### config.mk
export PLATFORM = sky130hd
export DESIGN_NAME = uni_deser_rx
export DESIGN_NICKNAME = d
export VERILOG_FILES = /design/src/rtl/uni_shift_pkg.sv /design/src/rtl/deser_out_reg.sv /design/src/rtl/uni_deser_rx.sv
export SDC_FILE = /design/constraint.sdc
export NUM_CORES = 1
export LEC_CHECK = 0
export ABC_AREA = 1
export CAP_MARGIN = 20
export CORE_MARGIN = 8
export CORE_UTILIZATION = 46
export DETAILED_ROUTE_END_ITERATION = 10
export PLACE_DENSITY = 0.78
export SKIP_CTS_REPAIR_TIMING = 1
export SKIP_LAST_GASP = 1
export SLEW_MARGIN = 25
export SYNTH_ARGS = -nofsm -noshare
export SYNTH_HDL_FRONTEND = slang
export SYNTH_SLANG_ARGS = --single-unit
### constraint.sdc
create_clock -name clk -period 1.22 [get_ports clk]
set_input_delay 0.244 -clock clk [delete_from_list [all_inputs] [get_ports clk]]
set_output_delay 0.244 -clock clk [all_outputs]
set_load 0.03 [all_outputs]
### src/rtl/uni_shift_pkg.sv
// Shared encodings for the universal shift-register links (tx and rx sides).
package uni_shift_pkg;

  typedef enum logic {
    IDLE  = 1'b0,
    SHIFT = 1'b1
  } state_e;

  localparam logic DIR_MSB_FIRST = 1'b0;
  localparam logic DIR_LSB_FIRST = 1'b1;

  localparam int DEF_WIDTH = 4;

endpackage

### src/rtl/deser_out_reg.sv
// Single-entry valid/ready holding register. A load is taken when the slot is
// empty or draining this cycle; otherwise the incoming word is dropped and
// overrun pulses for one cycle.
module deser_out_reg #(
  parameter int WIDTH = uni_shift_pkg::DEF_WIDTH
) (
  input  logic             clk,
  input  logic             reset,
  input  logic             load_i,
  input  logic [WIDTH-1:0] data_i,
  input  logic             ready_i,
  output logic [WIDTH-1:0] data_o,
  output logic             valid_o,
  output logic             overrun_o
);

  logic [WIDTH-1:0] data_q;
  logic             valid_q;
  logic             ovr_q;
  logic             accept;

  // Slot can take a new word if empty or being consumed in this same cycle.
  assign accept = ~valid_q | ready_i;

  // Holding register, valid flag and overrun pulse.
  always_ff @(posedge clk) begin
    if (!reset) begin
      data_q  <= '0;
      valid_q <= 1'b0;
      ovr_q   <= 1'b0;
    end else begin
      ovr_q <= load_i & ~accept;
      if (load_i && accept) begin
        data_q  <= data_i;
        valid_q <= 1'b1;
      end else if (valid_q && ready_i) begin
        valid_q <= 1'b0;
      end
    end
  end

  assign data_o    = data_q;
  assign valid_o   = valid_q;
  assign overrun_o = ovr_q;

endmodule

### src/rtl/uni_deser_rx.sv
// Serial-to-parallel receiver: one bit per strobe, direction latched at frame
// start, WIDTH bits per word, completed words handed to a holding register.
module uni_deser_rx
  import uni_shift_pkg::*;
#(
  parameter int WIDTH = DEF_WIDTH
) (
  input  logic             clk,
  input  logic             reset,
  input  logic             serial_in,
  input  logic             bit_valid,
  input  logic             frame_start,
  input  logic             lsb_first,
  input  logic             out_ready,
  output logic [WIDTH-1:0] parallel_out,
  output logic             out_valid,
  output logic             busy,
  output logic             overrun,
  output logic             frame_err
);

  localparam int CW = (WIDTH > 2) ? $clog2(WIDTH) : 1;

  state_e           state_q, state_d;
  logic [CW-1:0]    cnt_q, cnt_d;
  logic [WIDTH-1:0] shreg_q, shreg_d;
  logic             dir_q, dir_d;
  logic             ferr_q, ferr_d;
  logic             done;
  logic             sh_dir;
  logic [WIDTH-1:0] shifted;

  // Direction for the current bit: a qualified frame_start overrides the latch.
  assign sh_dir  = (bit_valid && frame_start) ? lsb_first : dir_q;
  assign shifted = (sh_dir == DIR_LSB_FIRST) ? {serial_in, shreg_q[WIDTH-1:1]}
                                             : {shreg_q[WIDTH-2:0], serial_in};

  // State, counter, shift register, direction latch and frame_err pulse.
  always_ff @(posedge clk) begin
    if (!reset) begin
      state_q <= IDLE;
      cnt_q   <= '0;
      shreg_q <= '0;
      dir_q   <= DIR_MSB_FIRST;
      ferr_q  <= 1'b0;
    end else begin
      state_q <= state_d;
      cnt_q   <= cnt_d;
      shreg_q <= shreg_d;
      dir_q   <= dir_d;
      ferr_q  <= ferr_d;
    end
  end

  // Next-state: start, shift, complete or abort-and-restart.
  always_comb begin
    state_d = state_q;
    cnt_d   = cnt_q;
    shreg_d = shreg_q;
    dir_d   = dir_q;
    ferr_d  = 1'b0;
    done    = 1'b0;
    unique case (state_q)
      IDLE: begin
        if (bit_valid && frame_start) begin
          dir_d   = lsb_first;
          shreg_d = shifted;
          cnt_d   = CW'(1);
          state_d = SHIFT;
        end
      end
      SHIFT: begin
        if (bit_valid) begin
          shreg_d = shifted;
          if (frame_start) begin
            // Partial word thrown away; this bit opens the new frame.
            ferr_d = 1'b1;
            dir_d  = lsb_first;
            cnt_d  = CW'(1);
          end else if (cnt_q == CW'(WIDTH - 1)) begin
            done    = 1'b1;
            cnt_d   = '0;
            state_d = IDLE;
          end else begin
            cnt_d = cnt_q + 1'b1;
          end
        end
      end
      default: state_d = IDLE;
    endcase
  end

  deser_out_reg #(.WIDTH(WIDTH)) u_out (
    .clk       (clk),
    .reset     (reset),
    .load_i    (done),
    .data_i    (shreg_d),
    .ready_i   (out_ready),
    .data_o    (parallel_out),
    .valid_o   (out_valid),
    .overrun_o (overrun)
  );

  assign busy      = (state_q == SHIFT);
  assign frame_err = ferr_q;

endmodule

# Word-level counts from Yosys, hierarchy flattened
# Cells that the tools add are included.
[op_classes]
addsub = 1
n_eq_ne = 4
n_mux = 25
bitwise_logic = 5
n_reduce_logical = 7
[ops]
columns = ["cell", "n"]
rows = [
  ["$mux W1", 14],
  ["$mux W4", 3],
  ["$mux W2", 4],
  ["$pmux W4 S2", 1],
  ["$ne A2 B2 Y1 const B", 3],
  ["$pmux W1 S2", 2],
  ["$pmux W2 S2", 1],
  ["$reduce_and A2 Y1", 2],
  ["$logic_and A1 B1 Y1", 3],
  ["$not A1 Y1", 3],
  ["$reduce_and A3 Y1", 1],
  ["$add A2 B1 Y2 const B", 1],
  ["$eq A2 B2 Y1 const B", 1],
  ["$reduce_bool A2 Y1", 1],
  ["$and A1 B1 Y1", 1],
  ["$or A1 B1 Y1", 1],
]
[word_totals]
reg_bits = 15
in_bits = 7
output_inout_bits = 8
wordCells = 50

# Logic depth before layout (Yosys ltp)
# Gate-level depths: netlist of run 1.
[depth]
word_depth = 7
depth_mapped = 8
ltp_nobuf = 8

# By module
# Synthesis of run 1 repeated with hierarchy kept, for this count alone.
[unflattened]
cells_unflattened = 94
hier_area_um2 = 691.9
[modules_own_cells]
columns = ["mod", "n_inst", "cells_per_inst", "area_per_inst_um2", "seq_area_each_um2"]
rows = [
  ["uni_deser_rx", 1, 61, 441.7, 180.2],
  ["deser_out_reg", 1, 33, 250.2, 120.1],
]

# Least setup slack after synthesis of run 1
# Ideal clock, no wire load.
[synth_path]
path_type = "reg-to-reg"
from = "register state_q (netlist: busy)"
to = "register u_out.data_q[3] (netlist: u_out.data_o[3])"
setup_ps = 109
arrival_ps = 1096
t_required_ps = 1111
slack_ps = 15
stages_incl_launch_ff = 8
n_path_buf = 0
synth_period_minus_slack_ps = 1205
path_cell_list = "dfxtp_1 -> nand2_1 -> nand2_1 -> inv_2 -> nand2_1 -> nand3_1 -> nand2_1 -> inv_1"
[synth_between]
elab_chain_cells = 2
word_cells_on_any_way = 4
cone_classes = "mux (2); bitwise (1); reduce/logical (1)"
[synth_rtl]
columns = ["item", "line_no", "source"]
rows = [
  ["from (decl)", "uni_deser_rx.sv:24", "state_e state_q, state_d;"],
  ["from (signal assigned)", "uni_deser_rx.sv:47", "state_q <= state_d;"],
  ["$not A1 Y1 or $mux W1 (tied branches)", "-", ""],
  ["$pmux W4 S2 or $logic_and A1 B1 Y1 (tied branches)", "uni_deser_rx.sv:63, deser_out_reg.sv:33", ""],
  ["to (signal assigned)", "deser_out_reg.sv:34", "data_q <= data_i;"],
  ["to (decl)", "deser_out_reg.sv:17", "logic [WIDTH-1:0] data_q;"],
]
# Parallel ways exist; a longest one is shown, timed or not.
# A chain may end at the register's enable or synchronous reset.

# Worst setup path after layout of run 1
[layout_path]
from = "register state_q (netlist: busy)"
to = "output busy"
[layout_lines]
columns = ["item", "line_no", "source"]
rows = [
  ["to (decl)", "uni_deser_rx.sv:17", "output logic busy,"],
]
# No word-level cell between the ends.

==> results of run 1 <==
cell type report:
type | instances | area (µm²)
Fill cell | 115 | 382
Multi-Input combinational cell | 55 | 334
Sequential cell | 15 | 304
Timing Repair Buffer | 23 | 193
Inverter | 16 | 60.1
Clock buffer | 4 | 26.3
Tap cell | 15 | 18.8
kinds of logic after synthesis:
| logic type | share of synthesized area (%) |
|---|---|
| and+or+nand+nor | 30.2 |
| AOI/OAI and AO/OA | 13.0 |
| adders and majority gates | 1.91 |
| DFF | 45.8 |
| buffers and inverters | 9.16 |
sequential cells by signal (all words and copies together) (netlist names):
name and cells:
u_out.valid_o 1, frame_err 1, dir_q 1, shreg_q 4, u_out.overrun_o 1, busy 1, u_out.data_o 4, cnt_q 2
Yosys cell counts:
master,n
o21a_1,4
nand2_2,3
nand2_1,16
clkinv_1,1
nor2_1,1
nand4_1,1
o21ai_0,2
a21oi_1,9
ha_1,1
inv_1,14
nor3_1,2
nand4_2,1
nand3_2,1
nor2_4,1
inv_2,1
nand3_1,13
dfxtp_1,15
critical path: cells and delay by family, from the launching register on:
family | cells | cell delay [ns]
DFF | 1 | 0.37
buffers and inverters | 2 | 0.28
layer usage:
metal  routed length (µm)  share of wire (%)  GRT usage, %  vias to the layer above
li1                     -                  -             -                      336
met1                  739                 48          13.0                      291
met2                  681                 44          16.2                       18
met3                  104                6.8          3.86                        2
met4                   12               0.78          5.04                        0
met5                    0                  0             0                        -
worst min-delay path by stage:
stage	cells after the start	start	slack, ns	endpoint
after global routing	3	frame_start	0.40	dir_q
after detailed placement	2	cnt_q[1]	0.46	cnt_q[1]
after CTS	2	cnt_q[1]	0.48	cnt_q[1]
after floorplan	2	reset	0.37	busy
final	3	frame_start	0.39	dir_q
after global placement	2	cnt_q[1]	0.46	cnt_q[1]
through the flow:
stage               total power [mW]  TNS (ns)  instances
finish                         0.930         0        128
global route                   0.982   -0.0231        128
CTS                            0.925    -0.330        128
detailed placement             0.650     -3.61        124
global placement               0.648     -3.14        124
floorplan                      0.587         0         86
power groups by stage:
stage,registers [mW],logic [mW],clock network (mW)
5_1_grt,0.518,0.149,0.316
3_3_place_gp,0.524,0.124,0
2_1_floorplan,0.529,0.0580,0
4_1_cts,0.513,0.126,0.286
6_report,0.516,0.134,0.280
3_5_place_dp,0.525,0.125,0
==> impl_metrics.json, run 1 <==
{
  "timing.final.crit_period_ns": 1.18,
  "pwr-share-clk_pct": 30.1,
  "vias": 647,
  "ys_top_cells_by_area": "dfxtp_1, nand3_1, nand2_1, inv_1, a21oi_1",
  "critical_path_required_ns": 0.98,
  "ant_nets": 0,
  "worstHoldPathType": "primary input to flop",
  "numClockSinks": 15,
  "timing.final.crit_share_pct": 96.5,
  "diodes": 0,
  "synth_cell_types": 17,
  "p_int_uw": 693,
  "wire_per_inst_um": 12.0,
  "setup-violations-final": 0,
  "grt_max_degree": 11,
  "rsz0062_at_grt": "yes",
  "layout_setup_ws_ns": 0.0423,
  "grt_pass1_wl_um": 2370,
  "clk_pin_slew_worst_paths_ns": 0.09,
  "ys_seq_elements": 15,
  "critPathKind": "flop to output port",
  "grt_pass1_vias": 592,
  "layout_common_cells": "buf_4, nand2_1, inv_1",
  "grt_antenna_before_repair": 0,
  "fin_worst_skew_ns": 0.00527,
  "status": "completed",
  "core_region_area_um2": 1320,
  "cp_max_fo": 3,
  "ys_seq_area_share_pct": 45.8,
  "mostFrequentLayoutCell": "buf_4",
  "first_pass_iters": 4,
  "fin_nets": 122,
  "cp-start-kind": "flop",
  "track_usage_pct": 10.7,
  "sw_frac_of_total_pct": 25.5,
  "drt-total-wl_um": 1540,
  "clkLatencyLatePin_ns": 0.28,
  "fmax_ghz": 0.849,
  "slew_headroom_pct": 78.9,
  "ys_warn_count": 0,
  "pre_cts_slack_ns": -0.376,
  "die_area_um2": 2890,
  "grt_overflow": 0,
  "crit_start": "busy",
  "htreeDepth": 1,
  "netlist_area_um2": 656,
  "vdd_drop_max_mv": 0.575,
  "viasPerCell": 5.05,
  "synth_top_area_cell": "dfxtp_1",
  "cts-root-buf": "clkbuf_4",
  "combPwrFrac_pct": 14.4,
  "synth_nets": 94,
  "cts_tree": "built",
  "finalMaxSlewViolations": 0,
  "pwr_density_cell_nw_per_um2": 993,
  "dp_hpwl_um": 1160,
  "max-cap-violations": 0,
  "area_growth_pct": 42.7,
  "drt-initial-drc-count": 8,
  "worst-endpoint-arrival_ns": 0.93,
  "synth_cells": 86,
  "crit_end": "busy",
  "clk_path_buf_depth": 2,
  "netSwitchingPower_uw": 237,
  "crit_top_cell": "buf_4",
  "drc": 0,
  "seq_power_share_pct": 55.5,
  "layout-drive-gt1-share_pct": 29.2,
  "rows": 13,
  "crit_path_max_incr_delay_ns": 0.37,
  "final_cell_area_um2": 936,
  "numPortBuffers": 14,
  "fp.dieH_um": 53.8,
  "worst_r2r_startpoint": "cnt_q[1]",
  "cts_buffers": 3,
  "path_cells": "buf_4, buf_4",
  "synth_top_area_share_pct": 45.8,
  "timing.hold.ws_ns": 0.390,
  "r2r-end": "u_out.data_o[3]",
  "max_slew.worst_pin.slew_ns": 0.316,
  "dpl_cell_area_um2": 862,
  "final_util_pct": 71.0,
  "hold_violations": 0,
  "avgSynthCellArea_um2": 7.62,
  "end_kind": "output port",
  "ff2ff_setup_slack_ns": 0.05,
  "power.leakage_nw": 0.437,
  "r2r_cells": 6,
  "slowest_stage": "dfxtp_2",
  "die_w_um": 53.8,
  "start_util_pct": 49.8,
  "num_io_pins": 15,
  "gp_congestion": 0.788
}
(Power assumes the default switching activity.)
==> run 2, diff against run 1 <==
Settings changed: SKIP_CTS_REPAIR_TIMING 1 to unset.
Clock period 1.22 ns to 1.3 ns, I/O delays scaled along.
==> impl_metrics.json, run 2 (synthesized netlist as in run 1, its figures left out) <==
{
  "status": "completed",
  "worstHoldPathType": "primary input to flop",
  "vdd_drop_max_mv": 0.714,
  "critical-path-top-delay-family": "buffers and inverters",
  "p_int_uw": 641,
  "grt_pass1_wl_um": 2290,
  "gp_congestion": 0.784,
  "num_io_pins": 15,
  "pwr-share-clk_pct": 31.0,
  "fmax_ghz": 0.788,
  "timing.final.crit_share_pct": 97.7,
  "drt-total-wl_um": 1440,
  "drc": 0,
  "p_total_uw": 873,
  "max-cap-violations": 0,
  "clkLatencyLatePin_ns": 0.29,
  "grt_max_degree": 11,
  "path_cells": "dlygate4sd2_1",
  "pwr_density_cell_nw_per_um2": 965,
  "regArea_um2": 302,
  "clk_path_buf_depth": 2,
  "fillCellCount": 120,
  "cts_buffers": 3,
  "cp-start-kind": "flop",
  "fp.dieH_um": 53.8,
  "diodes": 0,
  "drt-initial-drc-count": 29,
  "fin_worst_skew_ns": 0.00907,
  "seq_power_share_pct": 55.6,
  "combPwrFrac_pct": 13.4,
  "slew_headroom_pct": 78.9,
  "post-cts-setup-buffer-count": 0,
  "core_region_area_um2": 1320,
  "grt_antenna_before_repair": 0,
  "numClockSinks": 15,
  "netSwitchingPower_uw": 232,
  "layout_common_cells": "nand2_1, inv_1, dfxtp_1",
  "cts_tree": "built",
  "layout-drive-gt1-share_pct": 22.5,
  "timing.hold.ws_ns": 0.364,
  "die_w_um": 53.8,
  "setup-violations-final": 0,
  "critPathBufInv": 1,
  "htreeDepth": 1,
  "grt_pass1_vias": 569,
  "multi_input_area_um2": 324,
  "clk_pin_slew_worst_paths_ns": 0.10,
  "numPortBuffers": 14,
  "start_util_pct": 49.8,
  "ant_nets": 0,
  "timing.final.crit_period_ns": 1.27,
  "cp_max_fo": 2,
  "wire_per_inst_um": 11.4,
  "end_kind": "output port",
  "final_util_pct": 68.7,
  "rows": 13,
  "sw_frac_of_total_pct": 26.6,
  "max_slew.worst_pin.slew_ns": 0.316,
  "critical_path_required_ns": 1.04,
  "die_area_um2": 2890,
  "slowest_stage": "dlygate4sd2_1",
  "crit_path_max_incr_delay_ns": 0.40,
  "dp_hpwl_um": 1100,
  "power.leakage_nw": 0.427,
  "critPathKind": "flop to output port",
  "viasPerCell": 4.87,
  "hold_violations": 0,
  "vias": 614,
  "grt_overflow": 0,
  "mostFrequentLayoutCell": "nand2_1",
  "cts-root-buf": "clkbuf_4",
  "worst-endpoint-arrival_ns": 1.01,
  "area_growth_pct": 38.0,
  "first_pass_iters": 4,
  "fin_nets": 120,
  "track_usage_pct": 10.5,
  "finalMaxSlewViolations": 0
}
[run 2: cell types whose count changed in the layout (fill, tap and decap cells not counted), moves of 2 or more]
cell / change
dfxtp_1: +2
buf_4: -7
dlygate4sd2_1: +4
clkbuf_2: +2
dfxtp_2: -2
[run 2: path summary, 6_finish.rpt]
check	cells after the start	slack, ns	from	to
max	1	0.03	u_out.valid_o	out_valid
min	3	0.36	frame_start	dir_q
min reg2reg	2	0.50	cnt_q[1]	cnt_q[1]
max reg2reg	6	0.09	cnt_q[0]	u_out.data_o[0]
[run 2: per-stage QoR]
stage	setup slack (ns)	cells	cell area [µm²]	TNS (ns)
after floorplan	0.0950	86	656	0
after global placement	-0.269	122	860	-2.26
after detailed placement	-0.319	122	860	-3.02
after CTS	-0.00197	126	880	-0.00197
after global routing	-0.00121	126	905	-0.00139
final	0.0305	126	905	0
[run 2: what timing repair did]
action,CTS,global route
hold buffers,0,0
pin swaps,0,1
endpoints found under the setup margin,9,3
gates resized for setup,6,10
[run 2: cell type report]
type | count | area share (%)
clock inverters | 1 | 0.553
well taps | 15 | 2.07
inverters | 16 | 6.64
clock buffers | 3 | 2.49
flip-flops and latches | 15 | 33.3
multi-input cells | 55 | 35.8
repair buffers | 21 | 19.1
[run 2: power by group through the flow]
| stage | clock network [mW] | registers [mW] | logic, mW |
|---|---|---|---|
| 6_report | 0.271 | 0.485 | 0.117 |
| 5_1_grt | 0.295 | 0.487 | 0.131 |
| 4_1_cts | 0.276 | 0.482 | 0.112 |
| 3_5_place_dp | 0 | 0.493 | 0.113 |
| 2_1_floorplan | 0 | 0.497 | 0.0545 |
| 3_3_place_gp | 0 | 0.493 | 0.112 |
[run 2: layer usage]
layer  vias up  part of all wire, %  global-route usage (%)
met4         0                 0.83                    5.04
li1        328                    -                       -
met2        23                   43                    16.2
met5         -                    0                       0
met3         2                  9.6                    4.41
met1       261                   47                    12.2
==> run 3, diff against run 2 <==
Settings changed: ABC_AREA 1 to unset, CORE_UTILIZATION 46 to 47, PLACE_DENSITY 0.78 to 0.79.
==> impl_metrics.json, run 3 <==
{
  "ys_seq_elements": 15,
  "synth_xor_area_share_pct": 0,
  "hold_violations": 0,
  "slew_headroom_pct": 79.9,
  "ff2ff_setup_slack_ns": 0.05,
  "final_cell_area_um2": 928,
  "cp-start-kind": "flop",
  "ys_top_cells_by_area": "dfxtp_1, a21oi_1, nand2_1, a311oi_1, a22o_1",
  "vdd_drop_max_mv": 0.590,
  "vias": 648,
  "fin_worst_skew_ns": 0.00356,
  "dpl_cell_area_um2": 875,
  "timing.final.crit_share_pct": 97.8,
  "cp_max_fo": 2,
  "critPathKind": "flop to output port",
  "ant_nets": 0,
  "finalSetupTns_ns": 0,
  "synthAdderAreaFrac_pct": 1.83,
  "synth_top_area_cell": "dfxtp_1",
  "path_cells": "clkdlybuf4s15_1",
  "worst_r2r_startpoint": "cnt_q[1]",
  "die_w_um": 54.2,
  "wire_per_inst_um": 15.0,
  "num_io_pins": 15,
  "setup-violations-final": 0,
  "gp_congestion": 0.934,
  "clk_pin_slew_worst_paths_ns": 0.09,
  "first_pass_iters": 4,
  "synthTopCellsByCount": "dfxtp_1, nand2_1, a21oi_1, o21ai_0, a311oi_1",
  "grt_overflow": 0,
  "clk_path_buf_depth": 2,
  "fp.dieH_um": 54.2,
  "netlist_area_um2": 684,
  "hold_buffers": 0,
  "worst-endpoint-arrival_ns": 1.01,
  "die_area_um2": 2930,
  "crit_path_max_incr_delay_ns": 0.38,
  "ys_warn_count": 0,
  "synth_compound_area_share_pct": 28.9,
  "layout_common_cells": "nand2_1, dfxtp_1, a21oi_1",
  "avgSynthCellArea_um2": 8.89,
  "synthArstFlopShare_pct": 0,
  "critical-path-top-delay-family": "buffers and inverters",
  "max_slew.worst_pin.slew_ns": 0.303,
  "ys_seq_area_share_pct": 43.9,
  "grt_antenna_before_repair": 0,
  "cp.depth": 1,
  "grt_pass1_vias": 653,
  "critical_path_required_ns": 1.04,
  "timing.final.crit_period_ns": 1.27,
  "synth_cells": 77,
  "end_kind": "output port",
  "fmax_ghz": 0.786,
  "synth_cell_types": 24,
  "hold_end": "frame_err",
  "htreeDepth": 1,
  "core_region_area_um2": 1330,
  "fillCellCount": 102,
  "synth_nets": 85,
  "synth_top_family_by_area": "compound AO/OA/AOI/OAI gates",
  "finalMaxSlewViolations": 0,
  "cts-root-buf": "clkbuf_4",
  "worstHoldPathType": "primary input to flop",
  "grt_pass1_wl_um": 2830,
  "clkLatencyLatePin_ns": 0.29,
  "viasPerCell": 5.59,
  "status": "completed",
  "drt-total-wl_um": 1740,
  "diodes": 0,
  "dp_hpwl_um": 1290,
  "synth_most_common_cell": "dfxtp_1",
  "worstHoldStart": "bit_valid",
  "start_util_pct": 51.3,
  "synthMuxAreaShare_pct": 1.46,
  "pwr_density_cell_nw_per_um2": 964,
  "synth-main-ff-cell": "dfxtp_1",
  "numPortBuffers": 14,
  "numClockSinks": 15,
  "grt_max_degree": 10,
  "r2r_cells": 4,
  "synth_top_area_share_pct": 43.9,
  "r2r-end": "u_out.data_o[1]",
  "power.leakage_nw": 0.364,
  "drt-initial-drc-count": 16,
  "area_growth_pct": 35.6,
  "layout-drive-gt1-share_pct": 25.7,
  "synth-edff-count": 0,
  "drc": 0,
  "track_usage_pct": 13.3,
  "cts_tree": "built",
  "synth_simple_gate_area_share_pct": 19.4,
  "holdPathStages": 3,
  "fin_nets": 110,
  "rows": 13,
  "slowest_stage": "clkdlybuf4s15_1",
  "cts_buffers": 3,
  "max-cap-violations": 0,
  "critPathBufInv": 1
}
[run 3: cell types whose count changed in the layout (fill, tap and decap cells not counted), sizes merged, moves of 3 or more]
| cell | change |
|---|---|
| inv | -15 |
| o21ai | +3 |
| a22o | +3 |
| clkdlybuf4s15 | +3 |
| a21boi | +3 |
| nand3 | -12 |
| nand2 | -7 |
| a311oi | +4 |
| o21a | -3 |
[run 3: metal layers]
| metal | GRT usage [%] | wire length, µm |
|---|---|---|
| met5 | 0 | 0 |
| met4 | 6.97 | 30 |
| met3 | 5.23 | 109 |
| met2 | 22.9 | 831 |
| met1 | 13.4 | 765 |
[run 3: what timing repair did]
| action | in CTS | in global routing |
|---|---|---|
| resized for setup | 13 | 16 |
| endpoints found under the setup margin | 12 | 11 |
| pin swaps | 2 | 2 |
| buffers inserted | 0 | 1 |
[run 3: cells by family after synthesis]
kind of cell | Yosys count
buf+inv | 4
mux | 1
fa+ha+maj | 1
compound gates | 30
simple gates | 26
flops | 15
[run 3: report_power, final]
part | switching (mW) | internal (mW) | leakage (nW)
Sequential | 0.0173 | 0.477 | 0.123
Clock | 0.151 | 0.119 | 0.0150
Combinational | 0.0658 | 0.0651 | 0.226
Total | 0.234 | 0.661 | 0.364
[run 3: worst max-delay path by stage]
| stage | startpoint | to | slack, ns |
|---|---|---|---|
| after CTS | u_out.valid_o | out_valid | -0.01 |
| after floorplan | cnt_q[0] | u_out.data_o[0] | 0.03 |
| after global placement | bit_valid | u_out.data_o[1] | -0.33 |
| after global routing | u_out.data_o[3] | parallel_out[3] | -0.02 |
| after detailed placement | bit_valid | u_out.data_o[3] | -0.39 |
| final | u_out.data_o[3] | parallel_out[3] | 0.03 |
[run 3: layout make-up]
type / count / area (µm²) / share of cell area [%]
tap: 15 / 18.8 / 2.02
multi-input combinational: 58 / 389 / 41.9
sequential: 15 / 304 / 32.7
clock buffer: 4 / 26.3 / 2.83
timing repair buffer: 23 / 186 / 20.1
inverter: 1 / 3.75 / 0.404
[run 3: stage by stage]
step / cells / utilization (%) / total power, mW / hold slack [ns] / worst slack, ns
finish: 116 / 69.6 / 0.895 / 0.459 / 0.0283
CTS: 115 / 67.6 / 0.888 / 0.458 / -0.0142
global placement: 111 / 65.6 / 0.620 / 0.461 / -0.327
global route: 116 / 69.6 / 0.945 / 0.462 / -0.0170
floorplan: 77 / - / 0.565 / 0.383 / 0.0311
detailed placement: 111 / 65.6 / 0.625 / 0.473 / -0.389
